## config.mk

```make
export PLATFORM = sky130hd
export DESIGN_NAME = en_2_4_s
export DESIGN_NICKNAME = d
export VERILOG_FILES = /design/src/rtl/en_2_4_s.sv
export SDC_FILE = /design/constraint.sdc
export NUM_CORES = 1
export LEC_CHECK = 0
export ABC_CLOCK_PERIOD_IN_PS = 800
export CAP_MARGIN = 20
export CELL_PAD_IN_SITES_DETAIL_PLACEMENT = 1
export CELL_PAD_IN_SITES_GLOBAL_PLACEMENT = 1
export CORE_AREA = 3 3 40 42
export CTS_CLUSTER_DIAMETER = 200
export CTS_CLUSTER_SIZE = 8
export DETAILED_ROUTE_END_ITERATION = 8
export DIE_AREA = 0 0 43 45
export PLACE_DENSITY_LB_ADDON = 0.2
export SYNTH_ARGS = -nofsm -noshare
export SYNTH_HDL_FRONTEND = slang
export SYNTH_SLANG_ARGS = --single-unit
export TNS_END_PERCENT = 50
```

## constraint.sdc

```tcl
create_clock -name clk -period 0.8 [get_ports clk]
set_clock_uncertainty 0.1 [all_clocks]
set_input_delay 0.16 -clock clk [delete_from_list [all_inputs] [get_ports clk]]
set_output_delay 0.16 -clock clk [all_outputs]
set_load 0.01 [all_outputs]
```

## src/rtl/en_2_4_s.sv

```systemverilog
// rtl/en_2_4_s.sv - registered 4-to-2 priority encoder with valid and multi-hot error flags
module en_2_4_s (
    input  logic       clk,
    input  logic       rst,
    input  logic [3:0] d,
    output logic [1:0] a,
    output logic       v,
    output logic       err
);

    logic [1:0] w_a;
    logic       w_v;
    logic       w_err;
    logic [1:0] r_a;
    logic       r_v;
    logic       r_err;

    // Highest set index wins; an all-zero sample encodes as 00 and is told apart only by v.
    always_comb begin
        w_a = 2'b00;
        if (d[3])      w_a = 2'b11;
        else if (d[2]) w_a = 2'b10;
        else if (d[1]) w_a = 2'b01;
        else           w_a = 2'b00;
    end

    assign w_v = |d;

    // Two or more bits set: any pair of request lines both high.
    assign w_err = (d[3] & (d[2] | d[1] | d[0]))
                 | (d[2] & (d[1] | d[0]))
                 | (d[1] & d[0]);

    always_ff @(posedge clk or posedge rst) begin
        if (rst) begin
            r_a   <= 2'b00;
            r_v   <= 1'b0;
            r_err <= 1'b0;
        end else begin
            r_a   <= w_a;
            r_v   <= w_v;
            r_err <= w_err;
        end
    end

    assign a   = r_a;
    assign v   = r_v;
    assign err = r_err;

endmodule

```

==> impl_results.md <==
* Remaining Overflow, GRT at 0
* CP Data Required Time at 0.54 ns
* Crit path DAT at 0.71 ns
* Max Root-Sink Buffers at 2
* Sw Ratio at 20.2%
* Vias at 143
* Comb power frac at 14.7%
* Crit-path max cell delay at 0.36 ns
* Psw at 0.109 mW
* DRC Markers at 0
* NumNets Final at 36
* Final Hold Fails at 0
* Setup TNS at -0.683 ns
* Total routed wirelength at 362 um
* Max-cap violation count at 0
* Critical path depth at 1
* CTS sink cnt at 4
* Clk root buf: clkbuf_4
* Chain of cells forming the critical path: buf_6
* N_diodes at 0
* Most frequent cells in the layout: dfrtp_1 (4), buf_2 (4), buf_4 (4)
* Die height at 45 um
* Critical Path End: a[1]
* Antenna violations before repair at 0
* Critical path endpoint category: output pin
* Post-synthesis net count at 18
* Initial core utilization at 11.6%
* Worst slack, placed at -0.559 ns
* RSZ-0062 raised after global routing: true
* Full die area at 1940 um^2
* Min-delay worst type: in2async
* Final Max Slew Viols at 0
* Min cycle time layout at 0.970 ns
* IO Port Bufs at 9
* Relative slew slack at 87.4%
* Worst setup path startpoint: a[1]$_DFF_PP0_
* Endpoints failing setup at 5
* Multi-input gate area at 45.0 um^2
* Vias in the first global route at 180
* Flops & latches, synth at 4
* Layout fillers at 159
* Power Dens Cells at 1810 nW/um^2
* Final setup margin at -0.170 ns
* Post-layout util at 23.1%
* Largest net degree at the start of global routing at 5
* Clock Pin Slew Worst Setup and Hold Paths at 0.04 ns
* Uppermost layer routed: met3
* Synth cell types at 7
* Int Pwr at 0.429 mW
* Synthesized instance count at 12
* Met3 WL at 61 um
* Iter 0 DRT Violations at 0
* WL met2 at 176 um
* # rows at 13
* Part of the cycle the worst path needs at 121%
* Crit Path Class: reg2out
* Setup repair bufs after CTS at 0
* Sequential area share after synthesis at 67.2%
* Crit path max-delay family: flip-flops
* GP Congestion at 0.601
* Routed Antenna Nets at 0
* Synth Cell Area at 149 um^2
* Clock network power share at 44.8%
* Core Region at 1280 um^2
* Outcome: finished with violations
* Die W at 43 um
* Htree depth at 1
* FF/Latch Area at 100 um^2
* First-pass GRT wire length at 641 um
* Avg WL per Cell at 8.42 um
* Max frequency at 1.03 GHz
* Worst path slowest cell: dfrtp_1
* Critical Path Source Type: register
* Count of hold-fix buffers inserted at cts at 0
* Syn_area_per_cell at 12.4 um^2
* Smallest hold slack at 0.0152 ns
* IO Pins at 10
* Synthesis-to-layout area growth at 99.2%
* Leakage at 0.137 nW
* Share of cells above drive strength 1 at 53.6%
* Clock buffer count from CTS at 3
* Failing checks: negative setup slack
* M1 WL at 124 um
* CP Max Fanout at 1
* Synthesis Warnings at 0
* CTS tree: yes
* DR vias/cell at 3.33
* Maximum vdd drop at 0.369 mV
* Total track usage at 5.10%
* Drt first pass iters at 1
* Worst path bufs/invs at 1
* Worst-Margin Slew at 0.188 ns
* Sequential power share at 40.5%
[what timing repair did]
item	4_1_cts	5_1_grt
pin swaps	1	0
hold endpoints to repair	0	0
endpoints found under the setup margin	8	5
resized for setup	27	3
[layout make-up]
cell class	count	area share [%]
Timing Repair Buffer	13	34.6
Sequential cell	4	33.8
Multi-Input combinational cell	6	15.2
Clock buffer	3	7.59
Tap cell	15	6.33
Inverter	2	2.53
[metrics by stage]
stage	cells	total power [mW]	area, um^2
floorplan	12	0.241	149
global placement	40	0.311	288
detailed placement	40	0.313	288
CTS	43	0.551	280
global route	43	0.577	297
finish	43	0.538	297
[kinds of logic (layout without fill, tap and decap cells)]
| family | Yosys count | in the layout | share of synthesized area [%] |
|---|---|---|---|
| DFF | 4 | 4 | 67.2 |
| AOI/OAI and AO/OA | 3 | 3 | 16.0 |
| and+or+nand+nor | 3 | 3 | 11.8 |
| buffers and inverters | 2 | 18 | 5.04 |
[flip-flops by register name, indices dropped and copies added (netlist names)]
signal and flops:
err 1, v 1, a 2
[layer usage]
layer / global-route usage (%) / up-vias
met4: 7.23 / 0
met2: 7.49 / 10
met3: 3.19 / 0
met1: 3.89 / 59
li1: - / 74
met5: 0 / -
[Yosys cell counts]
| library cell | count | area, um^2 |
|---|---|---|
| a21o_2 | 1 | 8.76 |
| inv_1 | 2 | 7.51 |
| dfrtp_1 | 4 | 100 |
| or2_1 | 1 | 6.26 |
| or4_1 | 1 | 7.51 |
| nor2_1 | 1 | 3.75 |
| a211oi_1 | 2 | 15.0 |
[worst min-delay path by stage]
stage / slack, ns / cells past startpoint / end / start
6_report: 0.02 / 2 / a[1]$_DFF_PP0_ / rst
5_1_grt: 0.03 / 2 / a[1]$_DFF_PP0_ / rst
4_1_cts: 0.009 / 2 / a[1]$_DFF_PP0_ / rst
3_5_place_dp: 0.25 / 2 / a[1]$_DFF_PP0_ / rst
3_3_place_gp: 0.25 / 2 / a[1]$_DFF_PP0_ / rst
2_1_floorplan: -0.17 / 1 / a[0]$_DFF_PP0_ / rst
[power by group through the flow]
stage / Combinational [mW] / Clock (mW) / Sequential [mW]
2_1_floorplan: 0.0146 / 0 / 0.226
3_3_place_gp: 0.0917 / 0 / 0.219
3_5_place_dp: 0.0929 / 0 / 0.220
4_1_cts: 0.0751 / 0.259 / 0.217
5_1_grt: 0.0888 / 0.271 / 0.218
6_report: 0.0789 / 0.241 / 0.218
Power figures use the tool's default switching activity.
